`src/rtl/cpu_pkg.sv`:
```
// Shared definitions for the fetch sequencer: state encoding, status bit positions
// and the instruction word held in IR when no instruction is valid.
package cpu_pkg;

    typedef enum logic [1:0] {
        FETCH = 2'd0,
        EXEC  = 2'd1,
        HALT  = 2'd2
    } fetch_state_t;

    localparam int STATUS_Z = 0;
    localparam int STATUS_N = 1;
    localparam int STATUS_C = 2;
    localparam int STATUS_V = 3;

    localparam logic [15:0] NOP_IR_DEFAULT = 16'h0000;

endpackage

```
`src/rtl/instruction_fetch_unit_if.sv`:
```
// Instruction memory read port: address/request out of the fetch unit,
// ready/data back from memory.
interface instruction_fetch_unit_if #(
    parameter int ADDR_W = 16
);
    logic [ADDR_W-1:0] mem_addr;
    logic              mem_rd;
    logic              mem_ready;
    logic [15:0]       mem_data;

    modport master (
        output mem_addr,
        output mem_rd,
        input  mem_ready,
        input  mem_data
    );

    modport slave (
        input  mem_addr,
        input  mem_rd,
        output mem_ready,
        output mem_data
    );
endinterface

```
`src/rtl/instruction_fetch_unit.sv`:
```
// Fetch/execute sequencer: owns the PC, fetches words into IR over a ready
// handshake, holds the status flags and applies redirects when execution finishes.
module instruction_fetch_unit
    import cpu_pkg::*;
#(
    parameter int          ADDR_W   = 16,
    parameter logic [15:0] RESET_PC = 16'h0000,
    parameter logic [15:0] NOP_IR   = NOP_IR_DEFAULT
) (
    input  logic                  clock,
    input  logic                  reset,
    instruction_fetch_unit_if.master mem,
    output logic [15:0]           IR,
    output logic                  ir_valid,
    input  logic                  exec_done,
    input  logic                  branch_taken,
    input  logic [ADDR_W-1:0]     branch_target,
    input  logic                  flag_we,
    input  logic [3:0]            flags_in,
    output logic [3:0]            status,
    input  logic                  halt,
    output logic [ADDR_W-1:0]     pc,
    output logic                  halted
);

    localparam logic [ADDR_W-1:0] PC_INIT = ADDR_W'(RESET_PC);

    fetch_state_t      state;
    fetch_state_t      next_state;
    logic [ADDR_W-1:0] pc_next;
    logic [15:0]       ir_next;
    logic [3:0]        status_next;
    logic              rd_req;

    always_ff @(posedge clock or posedge reset) begin
        if (reset) begin
            state  <= FETCH;
            pc     <= PC_INIT;
            IR     <= NOP_IR;
            status <= 4'b0000;
        end else begin
            state  <= next_state;
            pc     <= pc_next;
            IR     <= ir_next;
            status <= status_next;
        end
    end

    // FETCH is also the reset state, so the read request is masked while reset is held.
    always_comb begin
        next_state  = state;
        pc_next     = pc;
        ir_next     = IR;
        status_next = status;
        rd_req      = 1'b0;
        ir_valid    = 1'b0;
        halted      = 1'b0;
        case (state)
            FETCH: begin
                rd_req = ~reset;
                if (mem.mem_ready) begin
                    ir_next    = mem.mem_data;
                    pc_next    = pc + ADDR_W'(1);
                    next_state = EXEC;
                end
            end
            EXEC: begin
                ir_valid = 1'b1;
                if (exec_done) begin
                    if (flag_we) begin
                        status_next = flags_in;
                    end
                    if (branch_taken) begin
                        pc_next = branch_target;
                    end
                    next_state = halt ? HALT : FETCH;
                end
            end
            HALT: begin
                halted = 1'b1;
            end
            default: begin
                next_state = FETCH;
            end
        endcase
    end

    assign mem.mem_rd   = rd_req;
    assign mem.mem_addr = pc;

endmodule

```
`src/flat_wrapper.sv`:
```
// flat-port wrapper written by rule: the top's interface ports become plain ports
module instruction_fetch_unit_flat import cpu_pkg::*;
#(
    parameter int          ADDR_W   = 16,
    parameter logic [15:0] RESET_PC = 16'h0000,
    parameter logic [15:0] NOP_IR   = NOP_IR_DEFAULT
)
  (clock, reset, IR, ir_valid, exec_done, branch_taken, branch_target, flag_we, flags_in, status, halt, pc, halted, mem_mem_addr, mem_mem_rd, mem_mem_ready, mem_mem_data);
  instruction_fetch_unit_if #(.ADDR_W(ADDR_W)) mem_i ();
  input  logic clock;
  input  logic reset;
  output logic [15:0] IR;
  output logic ir_valid;
  input  logic exec_done;
  input  logic branch_taken;
  input  logic [ADDR_W-1:0] branch_target;
  input  logic flag_we;
  input  logic [3:0] flags_in;
  output logic [3:0] status;
  input  logic halt;
  output logic [ADDR_W-1:0] pc;
  output logic halted;
  output wire logic [$bits(mem_i.mem_addr)-1:0] mem_mem_addr;
  output wire logic [$bits(mem_i.mem_rd)-1:0] mem_mem_rd;
  input wire logic [$bits(mem_i.mem_ready)-1:0] mem_mem_ready;
  input wire logic [$bits(mem_i.mem_data)-1:0] mem_mem_data;
  assign mem_mem_addr = mem_i.mem_addr;
  assign mem_mem_rd = mem_i.mem_rd;
  assign mem_i.mem_ready = mem_mem_ready;
  assign mem_i.mem_data = mem_mem_data;
  instruction_fetch_unit #(.ADDR_W(ADDR_W), .RESET_PC(RESET_PC), .NOP_IR(NOP_IR)) u_core (.clock(clock), .reset(reset), .mem(mem_i), .IR(IR), .ir_valid(ir_valid), .exec_done(exec_done), .branch_taken(branch_taken), .branch_target(branch_target), .flag_we(flag_we), .flags_in(flags_in), .status(status), .halt(halt), .pc(pc), .halted(halted));
endmodule
```
`config.mk`:
```
export PLATFORM = sky130hd
export DESIGN_NAME = instruction_fetch_unit_flat
export DESIGN_NICKNAME = d
export VERILOG_FILES = /design/src/rtl/cpu_pkg.sv /design/src/rtl/instruction_fetch_unit_if.sv /design/src/rtl/instruction_fetch_unit.sv /design/src/flat_wrapper.sv
export SDC_FILE = /design/constraint.sdc
export NUM_CORES = 1
export LEC_CHECK = 0
export CELL_PAD_IN_SITES_DETAIL_PLACEMENT = 0
export CELL_PAD_IN_SITES_GLOBAL_PLACEMENT = 1
export CORE_AREA = 5 5 89 91
export DETAILED_ROUTE_END_ITERATION = 10
export DIE_AREA = 0 0 94 96
export PLACE_DENSITY = 0.86
export SKIP_CTS_REPAIR_TIMING = 1
export SLEW_MARGIN = 25
export SYNTH_ARGS = -nofsm -noshare
export SYNTH_HDL_FRONTEND = slang
export SYNTH_SLANG_ARGS = --single-unit
```
`constraint.sdc`:
```
create_clock -name clock -period 2.4 [get_ports clock]
set_clock_uncertainty 0.2 [all_clocks]
set_input_delay 0.24 -clock clock [delete_from_list [all_inputs] [get_ports clock]]
set_output_delay 0.24 -clock clock [all_outputs]
set_load 0.02 [all_outputs]
```
==> results of run 1 <==
-- layer usage --
metal  up-vias  global-route usage, %  wire, um
met3         4                   4.30       442
met2        68                   22.5      2850
li1        863                      -         -
met4         0                   3.61        63
met5         -                      0         0
met1       870                   15.5      2410
-- power groups by stage --
stage	Combinational [mW]	Clock (mW)	Sequential (mW)
final	2.60	0.552	1.32
after global routing	2.79	0.600	1.38
after detailed placement	2.63	0	1.33
after global placement	2.58	0	1.31
after floorplan	1.31	0	1.60
after CTS	2.64	0.581	1.32
-- cell type report --
cell class	instances	area, um2
clock buffers	6	82.6
clock inverters	1	30.0
fillers	712	3960
inverters	5	18.8
multi-input cells	126	895
flip-flops and latches	38	951
well taps	99	124
repair buffers	101	1000
-- synthesized netlist by cell type, types with 2 or more instances --
cell / number / area, um2
buf_2: 9 / 45.0
nand2b_1: 2 / 12.5
clkbuf_1: 2 / 7.51
mux2i_1: 2 / 20.0
a2bb2oi_1: 2 / 17.5
a21oi_1: 12 / 60.1
and4_1: 2 / 17.5
nor3_1: 5 / 25.0
mux2_2: 20 / 225
a31oi_1: 3 / 18.8
a31o_2: 2 / 17.5
buf_4: 16 / 120
o21ai_1: 4 / 20.0
nor2_1: 10 / 37.5
o21ai_0: 6 / 30.0
inv_1: 4 / 15.0
nand4_1: 6 / 37.5
dfrtp_1: 38 / 951
o22ai_1: 3 / 18.8
nand2_1: 14 / 52.6
nand3_1: 9 / 45.0
nor4_1: 4 / 25.0
-- state kept, by name (all words and copies together), names as in the netlist --
register / flops
u_core.IR: 16
u_core.mem.mem_addr: 16
u_core.status: 4
u_core.state: 2
-- logic make-up (layout without fill, tap and decap cells) --
family,after synthesis,in the layout
AOI/OAI and AO/OA,44,44
DFF,38,38
adders and majority gates,1,1
muxes,22,22
and+or+nand+nor,59,59
buffers and inverters,32,113
-- through the flow --
stage	power (mW)	worst slack, ns
after floorplan	2.91	0.388
after global placement	3.90	0.370
after detailed placement	3.96	0.348
after CTS	4.54	0.240
after global routing	4.77	0.195
final	4.47	0.278
-- layout by cell type (no fill, tap or decap), types with 3 or more instances in the layout --
master	count
nand2_1	14
nand4_1	6
o21ai_0	6
dfrtp_1	38
inv_1	3
a31oi_1	3
mux2_2	20
o21ai_1	4
nor3_1	5
o22ai_1	3
nor4_1	4
nand3_1	9
clkbuf_8	6
a21oi_1	12
buf_4	4
nor2_1	10
clkdlybuf4s50_1	97
-- tightest hold or removal path, delay by kind of cell --
kind / cells / cell delay (ns)
buffers and inverters: 3 / 0.92
-- worst paths after layout --
| path | start | end | cells past startpoint | slack (ns) |
|---|---|---|---|---|
| setup / recovery | u_core.state[1] | ir_valid | 3 | 0.28 |
| hold / removal | reset | u_core.IR[11] | 3 | 0.23 |
| setup reg to reg | u_core.mem.mem_addr[0] | u_core.mem.mem_addr[14] | 5 | 0.33 |
| hold reg to reg | u_core.status[0] | u_core.status[0] | 1 | 0.31 |
| max in group asynchronous | reset | u_core.status[1] | 3 | 1.43 |
| min in group clock | u_core.status[0] | u_core.status[0] | 1 | 0.31 |
==> impl_metrics.ini, run 1 <==
[critical_path]
crit_fanout = 6
cp.arrival_ns = 1.68
crit_path_end_kind = output pin
path_cells = nand2b_1 -> inv_2 -> clkdlybuf4s50_1
start_kind = register
timing_worst_setup_path_type = reg2out
path_delay_family = buffers and inverters
max_stage_delay_ns = 0.64
crit_path_top_delay_cell = clkdlybuf4s50_1
path_buf_inv = 2
worstPathRequired_ns = 1.96

[cts]
cts.sinks = 38
cts_tree = done
clock_latency_ns = 0.28
clkTransAtPathRegs_ns = 0.07
cts_root_buf = clkbuf_8
h-tree-depth = 2
cts_buffers = 5
clockBufferDepth = 2

[synthesis]
synth_cell_type_count = 43
synth_fp_nets = 240
synth.ff_latch_count = 38
synth_compound_area_share_pct = 14.9
synth_area_um2 = 2030
synth_edf_count = 0
syn_inst = 196
yosys.area_share.xor_xnor_pct = 0
ys_seq_area_share_pct = 46.8
synth_top_family_by_area = simple AND/OR/NAND/NOR gates
ys.flop_type = dfrtp_1
synthAdderAreaFrac_pct = 0.616
synth_simple_gate_area_share_pct = 16.1
synthArstFlopShare_pct = 100
ys_warn_count = 0
synth.area.mux_share_pct = 12.1
syn_area_per_cell_um2 = 10.4

[drt]
drt_pass1_iterations = 4
drt_iter0_markers = 111
routed_wl_um = 5760
vias = 1805
viasPerCell = 4.80
antenna_left = 0
avgRoutedWirePerCell_um = 15.3
drt_drc_violations_left = 0

[power]
power.switching_mw = 1.92
vdd_drop_max_uv = 406
powerDensity_nw_per_um2 = 1440
netSwitchingFraction_pct = 42.8
p_int_mw = 2.56
power.share.clock_pct = 12.3
seqPwrFrac_pct = 29.5
p_leak_nw = 1.20
p_comb_share_pct = 58.2

[global_route]
overflow = 0
grt_pass1_wl_um = 9160
grt_max_degree = 39
antenna_found_initial = 0
track_usage_pct = 13.0
grt_pass1_vias = 1850

[worst_hold_path]
hold_path_class = in2async

[placement]
dpl_cell_area_um2 = 2990
hpwl_um = 4290
routabilityCongestion = 0.789
place_inst = 369
io_buffers = 97

[floorplan]
rows = 31
start_util_pct = 28.8
core_um2 = 7060
pin_count = 98
dieWidth_um = 94
die_area_um2 = 9020
die_y_um = 96

[sta]
grt_setup_unrepaired = false
fmax_mhz = 471
final_hold_viol_count = 0
slew_headroom_pct = 67.3
finalCritPeriodShare_pct = 88.4
hold_slack_ns = 0.232
fin_setup_tns_ns = 0
fin_crit_ns = 2.12
worst_pin_slew_ns = 0.491
finalSetupViolCount = 0
drv_slew = 0

[final_layout]
final_util_pct = 43.9
drive_gt1_share_pct = 14.4
fin_cells = 376
syn_to_final_growth_pct = 52.7
fin_area_um2 = 3100
antenna_cells = 0
nets = 321

[run]
drv_cap = 0

[run_status]
outcome = finished clean
(Power assumes the default switching activity.)
==> run 2: changes to the inputs <==
--- a/constraint.sdc
+++ b/constraint.sdc
@@ -4,2 +4,2 @@
 set_output_delay 0.24 -clock clock [all_outputs]
-set_load 0.02 [all_outputs]
+set_load 0.05 [all_outputs]
==> run 2 against run 1 <==
Net effect:
- critical path depth shrank 1
- sequential share of layout area shrank 0.14 points
- first-iteration DRC count shrank 3.6%
- via count grew 1.8%
- global-route usage shrank 0.14 points
- non-clock buffer count is the same
- register-to-register slack lost 0.02 ns
- cell count grew 0.27%
- cell area grew 0.44%
- setup slack lost 0.065 ns
==> impl_metrics.ini, run 2 (synthesis gave the netlist of run 1 again) <==
[critical_path]
crit_path_end_kind = output pin
worstPathRequired_ns = 1.96
timing_worst_setup_path_type = reg2out
crit_fanout = 4
start_kind = register
cp.arrival_ns = 1.75

[run_status]
outcome = finished clean

[final_layout]
nets = 321
syn_to_final_growth_pct = 53.4
layout_common_cells = clkdlybuf4s50_1 (95), dfrtp_1 (38), mux2_2 (20), nand2_1 (14), a21oi_1 (12)
layout_commonest_cell = clkdlybuf4s50_1
drive_gt1_share_pct = 14.7
antenna_cells = 0

[drt]
met1_length_um = 2520
wl_met2_um = 2830
avgRoutedWirePerCell_um = 15.4
routed_wl_um = 5820
met3WireLength_um = 406
top_layer = met4
viasPerCell = 4.87
drt_iter0_markers = 107
antenna_left = 0
drt_drc_violations_left = 0
drt_pass1_iterations = 4
vias = 1837

[cts]
clock_latency_ns = 0.28
cts.sinks = 38
clkTransAtPathRegs_ns = 0.07
clockBufferDepth = 2
cts_root_buf = clkbuf_8
h-tree-depth = 2
cts_buffers = 5
cts_tree = done

[floorplan]
core_um2 = 7060
die_area_um2 = 9020
rows = 31
pin_count = 98
dieWidth_um = 94
start_util_pct = 28.8
die_y_um = 96

[sta]
worst_pin_slew_ns = 0.707
fin_crit_ns = 2.19
fmax_mhz = 457
fin_setup_tns_ns = 0
finalCritPeriodShare_pct = 91.1
slew_headroom_pct = 52.6
setup_slack_ns = 0.213
grt_setup_unrepaired = false
final_hold_viol_count = 0
drv_slew = 0
finalSetupViolCount = 0

[global_route]
overflow = 0
antenna_found_initial = 0
grt_max_degree = 31
grt_pass1_vias = 1841
track_usage_pct = 12.9
grt_pass1_wl_um = 9130

[placement]
hpwl_um = 4320
io_buffers = 97
routabilityCongestion = 0.784
dp_slack_ns = 0.323

[run]
drv_cap = 0

[worst_hold_path]
hold_path_class = in2async
run 2: changes by cell type in the layout (fill, tap and decap cells not counted), sizes merged:
cell | previous run | this run
buf | 4 | 6
clkbuf | 6 | 7
clkdlybuf4s50 | 97 | 95
run 2: metrics by stage:
stage | cell area [um2] | std cells | hold WS, ns | utilization, %
floorplan | 2030 | 196 | 0.139 | -
global placement | 3010 | 369 | 0.286 | 42.6
detailed placement | 3010 | 369 | 0.298 | 42.6
CTS | 3120 | 377 | 0.119 | 44.1
global route | 3120 | 377 | 0.180 | 44.1
finish | 3120 | 377 | 0.116 | 44.1
run 2: worst paths after layout:
| check | from | slack, ns | cells past startpoint | endpoint |
|---|---|---|---|---|
| worst min-delay path | reset | 0.12 | 2 | u_core.mem.mem_addr[13] |
| min in group clock | u_core.status[1] | 0.31 | 1 | u_core.status[1] |
| worst max register to register | u_core.mem.mem_addr[0] | 0.31 | 5 | u_core.mem.mem_addr[14] |
| worst min register to register | u_core.status[1] | 0.31 | 1 | u_core.status[1] |
| worst max-delay path | u_core.state[1] | 0.21 | 2 | halted |
| max in group asynchronous | reset | 1.38 | 3 | u_core.status[3] |
run 2: layer usage:
layer | global-route usage, % | vias to the layer above
met3 | 4.07 | 4
met4 | 3.61 | 0
met1 | 15.9 | 903
met2 | 21.8 | 65
li1 | - | 865
met5 | 0 | -
run 2: cell type report:
class	instances	area [um2]
fillers	699	3940
inverters	5	18.8
well taps	99	124
clock buffers	7	76.3
repair buffers	101	1020
multi-input cells	126	895
flip-flops and latches	38	951
clock inverters	1	30.0
run 2: critical path, stage by stage, from the launching register on:
cell and delay [ns]:
dfrtp_1 0.42, nor2b_1 0.21, clkdlybuf4s50_1 0.84
Power of run 2 is not shown: default switching activity piles up to over one toggle a cycle in this logic, so the estimate is an artifact.
==> run 3: changes to the inputs <==
--- a/config.mk
+++ b/config.mk
@@ -7,7 +7,5 @@
 export LEC_CHECK = 0
-export CELL_PAD_IN_SITES_DETAIL_PLACEMENT = 0
-export CELL_PAD_IN_SITES_GLOBAL_PLACEMENT = 1
-export CORE_AREA = 5 5 89 91
+export CORE_AREA = 5 5 77 79
 export DETAILED_ROUTE_END_ITERATION = 10
-export DIE_AREA = 0 0 94 96
+export DIE_AREA = 0 0 82 84
 export PLACE_DENSITY = 0.86
--- a/constraint.sdc
+++ b/constraint.sdc
@@ -4,2 +4,2 @@
 set_output_delay 0.24 -clock clock [all_outputs]
-set_load 0.05 [all_outputs]
+set_load 0.005 [all_outputs]
==> run 3 against run 2 <==
Net effect:
- routed wire length down 7.1%
- sequential share of layout area about the same
- setup slack about the same
- die area down 24%
- non-clock buffer count up 1
- global-route usage up 3.9 points
- largest cell class unchanged
- highest routed layer unchanged
==> impl_metrics.ini, run 3 (synthesis gave the netlist of run 1 again) <==
[critical_path]
rrSetupSlack_ns = 0.33
crit_path_top_delay_cell = clkdlybuf4s50_1
critPathLaunch = u_core.state[1]
path_cells = nand2b_1 -> inv_2 -> clkdlybuf4s50_1
start_kind = register
worstPathRequired_ns = 1.96
worst_r2r_path_depth = 5
cp-endpoint = ir_valid
crit_fanout = 20
rr_startpoint = u_core.mem.mem_addr[0]
crit_path_end_kind = output pin
cp.arrival_ns = 1.75
timing_worst_setup_path_type = reg2out
reg2reg_to = u_core.mem.mem_addr[14]
max_stage_delay_ns = 0.59

[global_route]
overflow = 0
track_usage_pct = 16.8
grt_pass1_vias = 1870
grt_max_degree = 31
antenna_found_initial = 0
grt_pass1_wl_um = 9140

[worst_hold_path]
hold_path_class = in2async

[floorplan]
start_util_pct = 38.5
dieWidth_um = 82
die_y_um = 84
rows = 27
core_um2 = 5270
die_area_um2 = 6890
pin_count = 98

[power]
power.switching_mw = 1.40
p_comb_share_pct = 51.3
netSwitchingFraction_pct = 34.5
p_leak_nw = 1.22
p_int_mw = 2.66
powerDensity_nw_per_um2 = 1300
power.share.clock_pct = 16.5
vdd_drop_max_uv = 624
seqPwrFrac_pct = 32.1

[drt]
vias = 1813
drt_drc_violations_left = 0
antenna_left = 0
drt_pass1_iterations = 4
routed_wl_um = 5400
viasPerCell = 5.17
avgRoutedWirePerCell_um = 15.4
drt_iter0_markers = 181

[placement]
dp_slack_ns = 0.385
io_buffers = 97
routabilityCongestion = 0.842
hpwl_um = 4070

[cts]
h-tree-depth = 2
clock_latency_ns = 0.29
cts_root_buf = clkbuf_8
clkTransAtPathRegs_ns = 0.08
cts.sinks = 38
cts_buffers = 5
clockBufferDepth = 2
cts_tree = done

[sta]
fmax_mhz = 457
drv_slew = 0
worst_pin_slew_ns = 0.597
slew_headroom_pct = 60.2
finalSetupViolCount = 0
grt_setup_unrepaired = false
fin_setup_tns_ns = 0
setup_slack_ns = 0.213
fin_crit_ns = 2.19
final_hold_viol_count = 0
finalCritPeriodShare_pct = 91.1

[final_layout]
layout_common_cells = clkdlybuf4s50_1 (97), dfrtp_1 (38), mux2_2 (20), nand2_1 (14), a21oi_1 (12)
layout_commonest_cell = clkdlybuf4s50_1
drive_gt1_share_pct = 15.1
antenna_cells = 0
syn_to_final_growth_pct = 53.2
nets = 322

[run_status]
outcome = finished clean

[run]
drv_cap = 0
[run 3: worst min path at each step]
stage	from	endpoint	slack (ns)	cells after the start
6_report	reset	u_core.IR[1]	0.14	2
5_1_grt	reset	u_core.IR[1]	0.19	2
4_1_cts	reset	u_core.IR[4]	0.16	2
3_5_place_dp	u_core.status[2]	u_core.status[2]	0.30	1
3_3_place_gp	u_core.status[2]	u_core.status[2]	0.29	1
2_1_floorplan	exec_done	u_core.state[0]	0.14	1
[run 3: power groups by stage]
stage                     Combinational (mW)  Clock [mW]  Sequential, mW
final                                   2.08       0.671            1.30
after global routing                    2.28       0.713            1.37
after CTS                               2.11       0.687            1.30
after detailed placement                2.10           0            1.31
after global placement                  2.05           0            1.29
after floorplan                         1.14           0            1.26
[run 3: final cells by class]
type / instances / area (um2)
clock buffer: 6 / 82.6
multi-input combinational: 126 / 888
sequential: 38 / 951
clock inverter: 2 / 60.1
tap: 72 / 90.1
timing repair buffer: 102 / 1020
inverter: 5 / 18.8
fill: 459 / 2160
[run 3: layer usage]
layer  up-vias  GRT usage, %  wire (um)
met5         -             0          0
met4         0          6.50        136
met3        15          5.72        508
met2        80          25.9       2610
met1       849          21.4       2150
li1        869             -          -
[run 3: per-stage QoR]
| stage | std cells | power (mW) | hold slack (ns) | cell area, um2 | util [%] |
|---|---|---|---|---|---|
| CTS | 351 | 4.10 | 0.157 | 3110 | 59.0 |
| finish | 351 | 4.06 | 0.141 | 3110 | 59.0 |
| detailed placement | 343 | 3.41 | 0.295 | 2970 | 56.3 |
| floorplan | 196 | 2.41 | 0.139 | 2030 | - |
| global route | 351 | 4.36 | 0.190 | 3110 | 59.0 |
| global placement | 343 | 3.35 | 0.286 | 2970 | 56.3 |
[run 3: worst max-delay path: cells and delay by family, from the launching register on]
family	cells	cell delay, ns
flops	1	0.41
simple gates	1	0.18
buf+inv	2	0.88
==> variant (flow settings as in run 2) <==
`ADDR_W` is set to 16 in 3 places; all go to 17.
--- a/src/rtl/instruction_fetch_unit_if.sv
+++ b/src/rtl/instruction_fetch_unit_if.sv
@@ -2,5 +2,5 @@
 // ready/data back from memory.
 interface instruction_fetch_unit_if #(
-    parameter int ADDR_W = 16
+    parameter int ADDR_W = 17
 );
     logic [ADDR_W-1:0] mem_addr;
--- a/src/rtl/instruction_fetch_unit.sv
+++ b/src/rtl/instruction_fetch_unit.sv
@@ -4,5 +4,5 @@
     import cpu_pkg::*;
 #(
-    parameter int          ADDR_W   = 16,
+    parameter int          ADDR_W   = 17,
     parameter logic [15:0] RESET_PC = 16'h0000,
     parameter logic [15:0] NOP_IR   = NOP_IR_DEFAULT
--- a/src/flat_wrapper.sv
+++ b/src/flat_wrapper.sv
@@ -2,5 +2,5 @@
 module instruction_fetch_unit_flat import cpu_pkg::*;
 #(
-    parameter int          ADDR_W   = 16,
+    parameter int          ADDR_W   = 17,
     parameter logic [15:0] RESET_PC = 16'h0000,
     parameter logic [15:0] NOP_IR   = NOP_IR_DEFAULT
Ports: changed (resized branch_target, mem_mem_addr and pc); port bits go from 98 to 101. The function was not compared with the original's and may differ.
==> variant against run 2 <==
  * Cell area grew 2.9%
  * Synthesized area grew 6.2%
  * Sequential cell count grew 1
  * Setup slack gained 0.0042 ns
  * First-iteration DRC count grew 4.7%
  * Wire length grew 3.7%
  * Critical path type unchanged
Power is not shown: default switching activity piles up to over one toggle a cycle in this logic, so the estimate is an artifact.
==> variant: results (changes against run 2) <==
metric;value;unit;change
clock-sinks;39;;+2.6%
htree_levels;2;;unchanged
wl_met2;2791;um;-1.2%
dp_hpwl;4514;um;+4.5%
yosys_warnings;0;;unchanged
timing.hold.ws;0.1196;ns;+0.003910 ns
clkTransAtPathRegs;0.08;ns;
synth_area_leaders;dfrtp_1, nand2_1, buf_4;;
tightest_slew;0.5230;ns;-0.1843 ns
grt_start_max_net_pins;27;;-13%
synth_top_flop_cell;dfrtp_1;;
synthMuxAreaShare;3.947;%;-8.1 points
post-place-ws;0.2595;ns;-0.06379 ns
r2r-end;u_core.mem.mem_addr[16];;
multi_input_area;950.9;sq um;+6.3%
regArea;975.9;sq um;+2.6%
nNonClkInverters;3;;-2
synth_fp_nets;283;;+18%
wl_met3;538;um;+33%
dp.cells;414;;+12%
fillCellCount;720;;+3.0%
via_per_inst;4.671;;-4.1%
r2r_start;u_core.mem.mem_addr[1];;
synth-edff-count;0;;unchanged
status;finished clean;;
place_congestion;0.7553;;-3.6%
regToRegSetupSlack;0.41;ns;+0.10 ns
largest_reg_flops;17;;
synth_top_cells_by_count;nand2_1, dfrtp_1, buf_4;;
drt_iter0_markers;112;;+4.7%
nets;367;;+14%
portBuffers;100;;+3.1%
grt_first_pass_wirelength;9922;um;+8.7%
multi_input_comb_cells;166;;+32%
design_area;3207;sq um;+2.9%
synth_seq_area_share;45.27;%;-1.6 points
signal_buffers;107;;+5.9%
grt_pass1_vias;1971;;+7.1%
crit_path_max_fanout;5;;+1
track_usage;13.86;%;+0.97 points
synthAdderAreaFrac;0.5804;%;-0.036 points
synth_compound_area_share;13.99;%;-0.92 points
wl;6032;um;+3.7%
place_area;3126;sq um;+3.9%
syn_avg_cell_area;9.058;sq um;-13%
final_cells;422;;+12%
drive_above_1_share;8.978;%;-5.8 points
==> variant: how the worst max path moves through the flow <==
stage | from | end | slack (ns) | cells past startpoint
after CTS | u_core.state[1] | halted | 0.21 | 2
after detailed placement | mem_mem_ready | u_core.mem.mem_addr[8] | 0.26 | 5
after global routing | u_core.mem.mem_addr[2] | pc[2] | 0.15 | 1
after global placement | mem_mem_ready | u_core.mem.mem_addr[8] | 0.29 | 5
final | u_core.state[1] | halted | 0.22 | 2
after floorplan | u_core.mem.mem_addr[0] | u_core.mem.mem_addr[12] | 0.25 | 5
==> variant: worst min-delay path, cell delays in order <==
cell             delay (ns)
clkdlybuf4s50_1        0.42
inv_1                  0.08
buf_4                  0.24
==> variant: layer usage <==
metal / global-route usage [%] / up-vias
met5: 0 / -
met3: 4.769 / 5
met1: 18.34 / 901
met4: 2.888 / 0
li1: - / 987
met2: 22.06 / 78
